$ cat config.mk
export PLATFORM = sky130hd
export DESIGN_NAME = vram_image_loader_flat
export DESIGN_NICKNAME = d
export VERILOG_FILES = /design/src/rtl/vram_image_loader_if.sv /design/src/rtl/vram_image_loader.sv /design/src/flat_wrapper.sv
export SDC_FILE = /design/constraint.sdc
export NUM_CORES = 1
export LEC_CHECK = 0
export ABC_AREA = 1
export BUFFER_PORTS_ARGS = -buffer_cell sky130_fd_sc_hd__buf_2
export CORE_MARGIN = 5
export CORE_UTILIZATION = 50
export CTS_CLUSTER_SIZE = 14
export DETAILED_ROUTE_END_ITERATION = 8
export HOLD_SLACK_MARGIN = 0.15
export PLACE_DENSITY_LB_ADDON = 0.12
export SYNTH_ARGS = -nofsm -noshare
export SYNTH_HDL_FRONTEND = slang
export SYNTH_SLANG_ARGS = --single-unit
$ cat constraint.sdc
create_clock -name clk -period 1.98 [get_ports clk]
set_clock_uncertainty 0.2 [all_clocks]
set_input_delay 0.594 -clock clk [delete_from_list [all_inputs] [get_ports clk]]
set_output_delay 0.594 -clock clk [all_outputs]
set_load 0.005 [all_outputs]
$ cat src/rtl/vram_image_loader_if.sv
// vram_image_loader_if
// Byte-wide valid/ready write port into VRAM.
//   vram_address : 17-bit byte address of the write
//   vram_wdata   : 8-bit write data
//   vram_valid   : write request, held until accepted
//   vram_ready   : sink accepts the write when vram_valid && vram_ready
// master modport: the copy engine that issues writes.
// slave modport : the VRAM sink that accepts them.
interface vram_image_loader_if;
  logic [16:0] vram_address;
  logic [7:0]  vram_wdata;
  logic        vram_valid;
  logic        vram_ready;

  modport master (
    output vram_address,
    output vram_wdata,
    output vram_valid,
    input  vram_ready
  );

  modport slave (
    input  vram_address,
    input  vram_wdata,
    input  vram_valid,
    output vram_ready
  );
endinterface

$ cat src/rtl/vram_image_loader.sv
// vram_image_loader
// Copies LENGTH bytes from the registered-output image ROM into VRAM,
// starting at VRAM byte address BASE_ADR. Each byte walks through
// READ (ROM address presented), LATCH (ROM data captured) and WRITE
// (request held until the sink accepts it).
// Ports:
//   clk, reset_n : clock and asynchronous active-low reset
//   start        : one-cycle run request, honoured only while idle
//   busy         : a transfer is in progress
//   done         : one-cycle pulse after the final accepted write
//   rom_adr      : ROM address, equals the byte counter
//   rom_dbi      : ROM data, valid one cycle after rom_adr
//   vram         : write port (address, data, valid, ready)
// Every output comes straight from a register.
module vram_image_loader #(
  parameter logic [16:0] BASE_ADR = 17'h00000,
  parameter int unsigned LENGTH   = 16384
) (
  input  logic                       clk,
  input  logic                       reset_n,
  input  logic                       start,
  output logic                       busy,
  output logic                       done,
  output logic [13:0]                rom_adr,
  input  logic [7:0]                 rom_dbi,
  vram_image_loader_if.master        vram
);

  localparam logic [14:0] LAST_CNT = 15'(LENGTH - 32'd1);

  typedef enum logic [1:0] {
    ST_IDLE  = 2'b00,
    ST_READ  = 2'b01,
    ST_LATCH = 2'b10,
    ST_WRITE = 2'b11
  } state_t;

  state_t      state_r,        state_nxt_s;
  logic [14:0] cnt_r,          cnt_nxt_s;
  logic        busy_r,         busy_nxt_s;
  logic        done_r,         done_nxt_s;
  logic [13:0] rom_adr_r,      rom_adr_nxt_s;
  logic [16:0] vram_address_r, vram_address_nxt_s;
  logic [7:0]  vram_wdata_r,   vram_wdata_nxt_s;
  logic        vram_valid_r,   vram_valid_nxt_s;

  logic [14:0] cnt_inc_s;
  logic [16:0] addr_sum_s;

  // Counter increment and VRAM address; the 17-bit sum wraps naturally.
  assign cnt_inc_s  = cnt_r + 15'd1;
  assign addr_sum_s = BASE_ADR + {2'b00, cnt_r};

  // State register and all registered outputs.
  always_ff @(posedge clk or negedge reset_n) begin
    if (!reset_n) begin
      state_r        <= ST_IDLE;
      cnt_r          <= 15'd0;
      busy_r         <= 1'b0;
      done_r         <= 1'b0;
      rom_adr_r      <= 14'd0;
      vram_address_r <= BASE_ADR;
      vram_wdata_r   <= 8'd0;
      vram_valid_r   <= 1'b0;
    end else begin
      state_r        <= state_nxt_s;
      cnt_r          <= cnt_nxt_s;
      busy_r         <= busy_nxt_s;
      done_r         <= done_nxt_s;
      rom_adr_r      <= rom_adr_nxt_s;
      vram_address_r <= vram_address_nxt_s;
      vram_wdata_r   <= vram_wdata_nxt_s;
      vram_valid_r   <= vram_valid_nxt_s;
    end
  end

  // Next-state and next-output decode for the copy sequencer.
  always_comb begin
    state_nxt_s        = state_r;
    cnt_nxt_s          = cnt_r;
    busy_nxt_s         = busy_r;
    done_nxt_s         = 1'b0;
    rom_adr_nxt_s      = rom_adr_r;
    vram_address_nxt_s = vram_address_r;
    vram_wdata_nxt_s   = vram_wdata_r;
    vram_valid_nxt_s   = vram_valid_r;

    case (state_r)
      ST_IDLE: begin
        // The FSM is already idle while done is high, but that cycle still
        // belongs to the finishing run, so a start seen there is dropped.
        if (start && !done_r) begin
          cnt_nxt_s     = 15'd0;
          rom_adr_nxt_s = 14'd0;
          busy_nxt_s    = 1'b1;
          state_nxt_s   = ST_READ;
        end else begin
          state_nxt_s   = ST_IDLE;
        end
      end

      ST_READ: begin
        // rom_adr is stable; the ROM registers it at the end of this cycle.
        state_nxt_s = ST_LATCH;
      end

      ST_LATCH: begin
        vram_wdata_nxt_s   = rom_dbi;
        vram_address_nxt_s = addr_sum_s;
        vram_valid_nxt_s   = 1'b1;
        state_nxt_s        = ST_WRITE;
      end

      ST_WRITE: begin
        if (vram.vram_ready) begin
          vram_valid_nxt_s = 1'b0;
          if (cnt_r == LAST_CNT) begin
            done_nxt_s  = 1'b1;
            busy_nxt_s  = 1'b0;
            state_nxt_s = ST_IDLE;
          end else begin
            // The ROM address only moves on entry to READ.
            cnt_nxt_s     = cnt_inc_s;
            rom_adr_nxt_s = cnt_inc_s[13:0];
            state_nxt_s   = ST_READ;
          end
        end else begin
          state_nxt_s = ST_WRITE;
        end
      end

      default: begin
        state_nxt_s      = ST_IDLE;
        busy_nxt_s       = 1'b0;
        vram_valid_nxt_s = 1'b0;
      end
    endcase
  end

  assign busy              = busy_r;
  assign done              = done_r;
  assign rom_adr           = rom_adr_r;
  assign vram.vram_address = vram_address_r;
  assign vram.vram_wdata   = vram_wdata_r;
  assign vram.vram_valid   = vram_valid_r;

endmodule
$ cat src/flat_wrapper.sv
// flat-port wrapper written by rule: the top's interface ports become plain ports
module vram_image_loader_flat 
#(
  parameter logic [16:0] BASE_ADR = 17'h00000,
  parameter int unsigned LENGTH   = 16384
)
  (clk, reset_n, start, busy, done, rom_adr, rom_dbi, vram_vram_address, vram_vram_wdata, vram_vram_valid, vram_vram_ready);
  vram_image_loader_if vram_i ();
  input  logic clk;
  input  logic reset_n;
  input  logic start;
  output logic busy;
  output logic done;
  output logic [13:0] rom_adr;
  input  logic [7:0] rom_dbi;
  output wire logic [$bits(vram_i.vram_address)-1:0] vram_vram_address;
  output wire logic [$bits(vram_i.vram_wdata)-1:0] vram_vram_wdata;
  output wire logic [$bits(vram_i.vram_valid)-1:0] vram_vram_valid;
  input wire logic [$bits(vram_i.vram_ready)-1:0] vram_vram_ready;
  assign vram_vram_address = vram_i.vram_address;
  assign vram_vram_wdata = vram_i.vram_wdata;
  assign vram_vram_valid = vram_i.vram_valid;
  assign vram_i.vram_ready = vram_vram_ready;
  vram_image_loader #(.BASE_ADR(BASE_ADR), .LENGTH(LENGTH)) u_core (.clk(clk), .reset_n(reset_n), .start(start), .busy(busy), .done(done), .rom_adr(rom_adr), .rom_dbi(rom_dbi), .vram(vram_i));
endmodule
==> reports/results.txt, run 1 <==
Area growth, synth to finish - 17.1%
post-CTS setup buffers - 0
critical-path maximum fanout - 4
CP startpoint kind - flop
Cell variety after synth - 20
family with the most delay on the worst path - flip-flops
top post-synthesis cells by count - nand2_1 (117), dfrtp_1 (43), nor2_1 (24), inv_1 (23), o21ai_0 (19)
DPL Wire Length - 3540 um
num rows - 24
Filler cells - 405
asr flop ratio synth - 100%
worst-skew pair later-pin latency - 0.30 ns
max-cap viol count - 0
antenna violations before repair - 0
CTS tree - yes
HP Start - u_core.vram.vram_address[2]$_DFFE_PN0P_
routability cong. - 0.938
count leader, synth - nand2_1
crit path max-delay cell type - dfrtp_1
CORE AREA - 4260 um2
Worst Hold Path EP - u_core.vram.vram_address[2]$_DFFE_PN0P_
Inserted Clock Buffers - 5
CTS sink cnt - 43
final core occ - 59.5%
Synth top area share - 49.7%
synth top area cells - dfrtp_1 (50%), nand2_1 (20%), buf_4 (5.5%)
Hold WS - 0.271 ns
DIE AREA - 5750 um2
Longest Clk Path Bufs - 2
fmax - 567 MHz
peak supply drop - 0.872 mV
Worst R2R Start - u_core.rom_adr[0]$_DFFE_PN0P_
vias per std cell - 4.75
Die Wd - 75.8 um
R2R cell count - 9
number of enable flip-flop cells after synthesis - 0
r2r endpoint - u_core.rom_adr[8]$_DFFE_PN0P_
layout cells sized above 1 - 23.6%
router iterations before antenna repair - 4
All-Layer GR Usage - 17.7%
crit path kind - reg -> out
# diodes - 0
initial core utilization - 50.8%
GRT overflow - 0
Hold/Removal Path Class - reg -> reg
Yosys top cell by area - dfrtp_1
period utilization - 89.1%
DR vias - 1,820
mapped cell area - 2170 um2
vias in the first global route - 1,631
Final Setup Violations - 0
Final Power - 2.69 mW
I/O Buffers - 51
Mean Syn Cell Area - 7.68 um2
Nets - 343
leakage power - 1.43 nW
Arr. time, crit path - 0.97 ns
WHS Path Cells - 2
final hold vios - 0
clock edge transition at the registers on the reported setup and hold paths - 0.09 ns
Crit path largest cell delay - 0.40 ns
Worst Path Buf+Inv - 2
I/O pins - 54
CP endpoint kind - output pin
routed length per instance - 12.4 um
Syn. warnings - 0
depth of the CTS H-tree - 2
internal reg-to-reg setup slack - 0.22 ns
RSZ-0062 raised after global routing - false
Final Cell Area - 2540 um2
number of synthesized register bits - 43
Final ANT Viol Nets - 0
largest net degree at the start of global routing - 44
Final TNS setup - 0 ns
Detailed Route WL - 4760 um
first-iteration detailed-routing DRC count - 91
Post-Synthesis Cells - 282
post-place instance area - 2420 um2
sequential-to-total area share from yosys stat - 49.7%
Residual DRC - 0
minimum clock period - 1.76 ns
Main synth FF type - dfrtp_1
outcome - finished clean
crit path cell chain - buf_4 -> buf_2
Slew Viols, Final - 0
first-pass GRT wire length - 7620 um
required time of the critical path - 1.19 ns
Die Height - 75.8 um
Root Driver - clkbuf_8
Cell Pwr Density - 1060 nW/um2
cell usage in the layout (no fill, tap or decap):
master / n
a21oi_1: 3
nand3_1: 12
buf_2: 51
nand2_4: 2
nand2_2: 4
ha_1: 1
clkinv_2: 1
nor2_1: 24
clkinv_1: 1
clkbuf_8: 5
o21ai_0: 19
nor2_2: 1
conb_1: 2
buf_12: 1
buf_4: 8
dfrtp_1: 43
nor2_4: 3
nor3_1: 2
nor3b_1: 1
inv_1: 23
bufinv_16: 1
dlygate4sd3_1: 1
nand2_1: 117
clkinv_4: 1
nand4_1: 4
worst register-to-register path: stages, from the launching register on:
cell and delay, ns:
dfrtp_1 0.42, ha_1 0.22, nand2_2 0.11, nor2_4 0.14
nand2_4 0.08, nor2_4 0.13, nor2_1 0.05, buf_4 0.16
o21ai_0 0.08, nand2_1 0.07
routing by layer:
metal / GRT usage (%) / vias to the layer above / wire, um / share of wire, %
met5: 0 / - / 0 / 0
li1: - / 954 / - / -
met4: 5.05 / 0 / 52 / 1.1
met3: 4.88 / 6 / 296 / 6.2
met2: 26.0 / 52 / 2090 / 44
met1: 25.6 / 808 / 2320 / 49
flip-flops by register name, summed over array words and instances (netlist names):
name and cells:
u_core.state_r 2, u_core.busy 1, u_core.cnt_r 2, u_core.vram.vram_wdata 8, u_core.vram.vram_address 15, u_core.vram.vram_valid 1, u_core.done 1, u_core.rom_adr 13
logic make-up after synthesis:
group,share of synthesized area [%]
flip-flops,49.7
adder cells (fa/ha/maj),0.577
other,0.173
AND/OR/NAND/NOR,33.2
AO/OA/AOI/OAI,5.08
buffers and inverters,11.3
final cells by class:
cell class              instances  area, um2  area share (%)
repair buffers                 61        345            13.6
inverters                      24       90.1            3.55
multi-input cells             195        850            33.5
well taps                      52       65.1            2.56
clock inverters                 3       43.8            1.72
clock buffers                   5       68.8            2.71
flip-flops and latches         43       1080            42.4
worst max-delay path by stage:
stage	from	slack [ns]	end	cells after the start
3_5_place_dp	u_core.rom_adr[0]$_DFFE_PN0P_	0.25	u_core.rom_adr[9]$_DFFE_PN0P_	9
3_3_place_gp	vram_vram_ready	0.29	u_core.rom_adr[9]$_DFFE_PN0P_	8
6_report	u_core.rom_adr[9]$_DFFE_PN0P_	0.22	rom_adr[9]	2
4_1_cts	u_core.rom_adr[9]$_DFFE_PN0P_	0.19	rom_adr[9]	2
5_1_grt	u_core.rom_adr[0]$_DFFE_PN0P_	0.11	u_core.rom_adr[8]$_DFFE_PN0P_	9
2_1_floorplan	u_core.rom_adr[0]$_DFFE_PN0P_	0.32	u_core.rom_adr[8]$_DFFE_PN0P_	8
repair_timing:
action | in CTS | in global routing
hold buffers | 1 | 0
endpoints found under the setup margin | 0 | 0
gates resized for setup | 0 | 0
hold endpoints to repair | 43 | 0
through the flow:
stage / setup WS [ns] / cells
final: 0.216 / 383
after global routing: 0.107 / 383
after CTS: 0.195 / 383
after detailed placement: 0.246 / 374
after global placement: 0.292 / 374
after floorplan: 0.320 / 283
where the power goes:
group	total (mW)	internal [mW]	switching [mW]
combinational	0.842	0.311	0.531
sequential	1.16	1.05	0.104
clock	0.685	0.376	0.310
Power figures use the tool's default switching activity.
==> run 2: changes to the inputs <==
- PLACE_DENSITY: default -> 0.85
- PLACE_DENSITY_LB_ADDON: 0.12 -> default
- SLEW_MARGIN: default -> 20
==> run 2 against run 1 <==
  * Register-to-register slack is essentially flat
  * Die area is the same
  * Sequential cell count is the same
  * Critical path depth grew 7
  * Combinational power grew 3.0%
  * Sequential share of layout area shrank 0.33 points
  * Total power grew 5.1%
  * Count of clock-buffer cells in the layout grew 1
  * Global-route usage is essentially flat
  * Via count grew 2.4%
  * Setup slack gained 0.011 ns
  * Highest routed layer unchanged
==> reports/results.txt, run 2 (synthesis results as in run 1) <==
outcome - finished clean
Detailed Route WL - 4690 um (-1.4%)
GRT overflow - 0 (unchanged)
Final Power - 2.82 mW (+5.1%)
vias in the first global route - 1,658 (+1.7%)
Longest Clk Path Bufs - 2 (unchanged)
leakage power - 1.44 nW (+0.41%)
I/O Buffers - 51 (unchanged)
Final ANT Viol Nets - 0 (unchanged)
critical-path maximum fanout - 15 (+11)
r2r endpoint - u_core.rom_adr[5]$_DFFE_PN0P_
CP startpoint kind - flop
first-pass GRT wire length - 7640 um (+0.18%)
All-Layer GR Usage - 17.7% (-0.037 points)
num rows - 24 (unchanged)
post-CTS setup buffers - 0 (unchanged)
R2R cell count - 9 (unchanged)
met3 wire length - 307 um (+3.7%)
max-cap viol count - 0 (unchanged)
flip-flop count of the largest register after layout - 15 (unchanged)
Hold/Removal Path Class - reg -> reg
Final Setup Violations - 0 (unchanged)
minimum clock period - 1.75 ns (-0.0106 ns)
I/O pins - 54 (unchanged)
worst-skew pair later-pin latency - 0.30 ns (about the same)
post-place instance area - 2420 um2 (unchanged)
Area growth, synth to finish - 18.1%
met2 routed WL - 2200 um (+5.5%)
Die Wd - 75.8 um (unchanged)
routed length per instance - 12.3 um (-1.4%)
clock edge transition at the registers on the reported setup and hold paths - 0.08 ns (about the same)
DR top layer - met4
Root Driver - clkbuf_8
DPL Wire Length - 3500 um (-1.2%)
Die Height - 75.8 um (unchanged)
Final TNS setup - 0 ns (unchanged)
vias per std cell - 4.86 (+2.4%)
wl on met1 - 2100 um (-9.3%)
first-iteration detailed-routing DRC count - 133 (+46%)
Final Cell Area - 2560 um2 (+0.79%)
internal reg-to-reg setup slack - 0.23 ns (about the same)
# diodes - 0 (unchanged)
CORE AREA - 4260 um2 (unchanged)
WHS Path Cells - 2 (unchanged)
router iterations before antenna repair - 4 (unchanged)
most common cell after layout, fill and taps aside - nand2_1
largest net degree at the start of global routing - 44 (unchanged)
peak supply drop - 0.423 mV (-52%)
layout cells sized above 1 - 23.3% (-0.30 points)
Residual DRC - 0 (unchanged)
routability cong. - 0.947 (+0.96%)
crit path kind - reg -> reg
DR vias - 1,863 (+2.4%)
Worst R2R Start - u_core.rom_adr[0]$_DFFE_PN0P_
final hold vios - 0 (unchanged)
CTS sink cnt - 43 (unchanged)
Inserted Clock Buffers - 5 (unchanged)
antenna violations before repair - 0 (unchanged)
Slew Viols, Final - 0 (unchanged)
Worst Hold Path EP - u_core.vram.vram_address[6]$_DFFE_PN0P_
RSZ-0062 raised after global routing - false
initial core utilization - 50.8% (unchanged)
CTS tree - yes
cts repair resizes - 0 (unchanged)
CP endpoint kind - flop
Filler cells - 354 (-13%)
HP Start - u_core.vram.vram_address[6]$_DFFE_PN0P_
Nets - 343 (unchanged)
Arr. time, crit path - 1.79 ns (+0.82 ns)
depth of the CTS H-tree - 2 (unchanged)
fmax - 570 MHz (+0.60%)
required time of the critical path - 2.01 ns (+0.82 ns)
period utilization - 88.6% (-0.53 points)
Cell Pwr Density - 1100 nW/um2 (+4.3%)
CTS Hold Bufs - 1 (unchanged)
most frequent cells in the layout - nand2_1 (117), buf_2 (51), dfrtp_1 (43)
Hold WS - 0.267 ns (-0.00409 ns)
DIE AREA - 5750 um2 (unchanged)
[run 2: layer usage]
layer	up-vias	track usage, %
met3	5	3.56
met1	859	22.9
li1	949	-
met4	0	8.93
met5	-	0
met2	50	27.9
[run 2: cell type report]
cell class                 instances  area [um2]  area share [%]
inverter                          24        90.1            3.52
multi-input combinational        195         850            33.2
timing repair buffer              61         345            13.5
tap                               52        65.1            2.54
sequential                        43        1080            42.1
clock buffer                       6        72.6            2.84
clock inverter                     2        60.1            2.35
[run 2: stage by stage]
stage	setup slack (ns)	utilization, %	instances
global route	0.0671	60.0	383
global placement	0.309	56.7	374
detailed placement	0.231	56.7	374
floorplan	0.320	-	283
CTS	0.215	60.0	383
finish	0.226	60.0	383
[run 2: power by group]
group          total (mW)  switching (mW)  internal, mW
Clock               0.800           0.296         0.504
Sequential           1.15           0.101          1.05
Combinational       0.867           0.536         0.331
Total                2.82           0.933          1.89
[run 2: worst max path at each step]
stage	startpoint	endpoint	slack, ns	cells after the start
after floorplan	u_core.rom_adr[0]$_DFFE_PN0P_	u_core.rom_adr[8]$_DFFE_PN0P_	0.32	8
after global placement	u_core.rom_adr[0]$_DFFE_PN0P_	u_core.rom_adr[4]$_DFFE_PN0P_	0.31	9
after detailed placement	u_core.rom_adr[0]$_DFFE_PN0P_	u_core.rom_adr[8]$_DFFE_PN0P_	0.23	9
after CTS	u_core.rom_adr[9]$_DFFE_PN0P_	rom_adr[9]	0.21	2
after global routing	u_core.rom_adr[0]$_DFFE_PN0P_	u_core.rom_adr[8]$_DFFE_PN0P_	0.07	9
final	u_core.rom_adr[0]$_DFFE_PN0P_	u_core.rom_adr[5]$_DFFE_PN0P_	0.23	9
[run 2: critical path, cell delays in order (launching register included)]
cell and delay, ns:
dfrtp_1 0.40, ha_1 0.23, nand2_2 0.11, nor2_4 0.13, nand2_4 0.08, nor2_4 0.13
nand2_2 0.07, nand2_4 0.16, nand2_1 0.08, nand2_1 0.08
==> run 3: changes to the inputs <==
- CORE_UTILIZATION: 50 -> 53
- PLACE_DENSITY: 0.85 -> 0.89
==> run 3 against run 2 <==
  * Critical path depth did not move
  * Largest cell class unchanged
  * Clock power down 33%
  * Non-clock buffer count shrank 3
  * Utilization increased by 2.5 points
==> reports/results.txt, run 3 (synthesis results as in run 1) <==
antenna violations before repair - 0 (unchanged)
largest net degree at the start of global routing - 44 (unchanged)
Slew Viols, Final - 0 (unchanged)
CTS Hold Bufs - 0 (-1)
CORE AREA - 3970 um2 (-6.9%)
critical-path maximum fanout - 5 (-10)
DIE AREA - 5470 um2 (-4.9%)
Crit. Startpoint - u_core.rom_adr[0]$_DFFE_PN0P_
# diodes - 0 (unchanged)
Hold/Removal Path Class - in -> async
final core occ - 62.5% (+2.5 points)
leakage power - 1.40 nW (-2.6%)
routability cong. - 1.04 (+9.7%)
Longest Clk Path Bufs - 2 (unchanged)
crit path kind - reg -> reg
post-CTS setup buffers - 0 (unchanged)
All-Layer GR Usage - 19.0% (+1.3 points)
final hold vios - 0 (unchanged)
RSZ-0062 raised after global routing - false
wl on met1 - 2070 um (-1.8%)
period utilization - 91.4% (+2.8 points)
Cell Pwr Density - 1040 nW/um2 (-5.9%)
post-place instance area - 2400 um2 (-0.73%)
CP endpoint - u_core.rom_adr[3]$_DFFE_PN0P_
Detailed Route WL - 4710 um (+0.45%)
first-iteration detailed-routing DRC count - 124 (-6.8%)
Arr. time, crit path - 1.80 ns (about the same)
peak supply drop - 0.559 mV (+32%)
Final Cell Area - 2480 um2 (-2.9%)
vias per std cell - 4.93 (+1.3%)
max-cap viol count - 0 (unchanged)
layout cells sized above 1 - 22.9% (-0.40 points)
Setup WS post-layout - 0.171 ns (-0.0553 ns)
Nets - 340 (-0.87%)
Final Power - 2.58 mW (-8.7%)
internal reg-to-reg setup slack - 0.17 ns (-0.06 ns)
clock edge transition at the registers on the reported setup and hold paths - 0.08 ns (about the same)
Die Height - 73.9 um (-2.5%)
router iterations before antenna repair - 4 (unchanged)
most frequent cells in the layout - nand2_1 (117), buf_2 (51), dfrtp_1 (43)
R2R cell count - 9 (unchanged)
routed length per instance - 12.5 um (+1.8%)
initial core utilization - 54.6% (+3.7 points)
Area growth, synth to finish - 14.6%
met3 wire length - 283 um (-7.8%)
Final TNS setup - 0 ns (unchanged)
crit path cell chain - ha_1 -> nand2_2 -> nor2_4 -> nand2_4 -> nor2_4 -> a21oi_1 -> buf_4 -> nand2_1 -> nand2_1
first-pass GRT wire length - 7960 um (+4.2%)
crit path max-delay cell type - dfrtp_1
Place WS - 0.182 ns (-0.0494 ns)
minimum clock period - 1.81 ns (+0.0553 ns)
DPL Wire Length - 3620 um (+3.5%)
CTS sink cnt - 43 (unchanged)
required time of the critical path - 1.97 ns (-0.04 ns)
GRT overflow - 0 (unchanged)
Slew HR - 65.0%
depth of the CTS H-tree - 2 (unchanged)
most common cell after layout, fill and taps aside - nand2_1
CP startpoint kind - flop
DR vias - 1,862 (-0.054%)
DR top layer - met4
vias in the first global route - 1,747 (+5.4%)
CP endpoint kind - flop
I/O pins - 54 (unchanged)
Inserted Clock Buffers - 5 (unchanged)
Final ANT Viol Nets - 0 (unchanged)
num rows - 23 (-4.2%)
fmax - 553 MHz (-3.1%)
I/O Buffers - 51 (unchanged)
Crit path largest cell delay - 0.42 ns (+0.02 ns)
met2 routed WL - 2260 um (+2.4%)
Die Wd - 73.9 um (-2.5%)
outcome - finished clean
cts repair resizes - 0 (unchanged)
Final Setup Violations - 0 (unchanged)
worst-skew pair later-pin latency - 0.29 ns (about the same)
Residual DRC - 0 (unchanged)
Tightest Pin Transition - 0.525 ns
Worst R2R Start - u_core.rom_adr[0]$_DFFE_PN0P_
r2r endpoint - u_core.rom_adr[3]$_DFFE_PN0P_
CTS tree - yes
Root Driver - clkbuf_8
flip-flop count of the largest register after layout - 15 (unchanged)
## run 3: cell types whose count changed in the layout (fill, tap and decap cells not counted)
cell / delta
buf_4: -2
bufinv_16: -2
clkinv_2: +1
clkinvlp_4: +1
dlygate4sd3_1: -1
## run 3: per-stage QoR
stage                     hold WS (ns)  cells
after floorplan                 0.0984    283
after global placement           0.248    370
after detailed placement         0.254    370
after CTS                        0.172    378
after global routing             0.202    378
final                            0.151    378
## run 3: critical path, delay by kind of cell, from the launching register on
kind            cells  cell delay, ns
fa+ha+maj           1            0.24
simple gates        6            0.59
compound gates      1            0.10
buf+inv             1            0.15
flops               1            0.42
## run 3: layer usage
metal,vias to the layer above,track usage (%)
met1,850,25.2
li1,945,-
met5,-,0
met2,58,29.9
met3,9,4.46
met4,0,8.25
## run 3: worst min-delay path by stage
| stage | startpoint | endpoint | slack [ns] | depth (start not counted) |
|---|---|---|---|---|
| 3_3_place_gp | u_core.vram.vram_address[6]$_DFFE_PN0P_ | u_core.vram.vram_address[6]$_DFFE_PN0P_ | 0.25 | 2 |
| 5_1_grt | reset_n | u_core.rom_adr[8]$_DFFE_PN0P_ | 0.20 | 2 |
| 4_1_cts | reset_n | u_core.rom_adr[8]$_DFFE_PN0P_ | 0.17 | 2 |
| 6_report | reset_n | u_core.rom_adr[8]$_DFFE_PN0P_ | 0.15 | 2 |
| 2_1_floorplan | reset_n | u_core.busy$_DFFE_PN0P_ | 0.1 | 0 |
| 3_5_place_dp | u_core.vram.vram_wdata[0]$_DFFE_PN0P_ | u_core.vram.vram_wdata[0]$_DFFE_PN0P_ | 0.25 | 2 |
## run 3: final cells by class
type	instances	area, um2
flip-flops and latches	43	1080
clock inverters	2	12.5
multi-input cells	195	850
clock buffers	6	72.6
fillers	346	1490
well taps	50	62.6
repair buffers	58	320
inverters	24	90.1
## run 3: report_power, final
group          internal, mW  leakage [nW]  total, mW  switching, mW
Combinational         0.336         0.788      0.877          0.541
Sequential             1.05         0.569       1.16          0.110
Clock                 0.246        0.0412      0.536          0.290
Total                  1.64          1.40       2.58          0.941
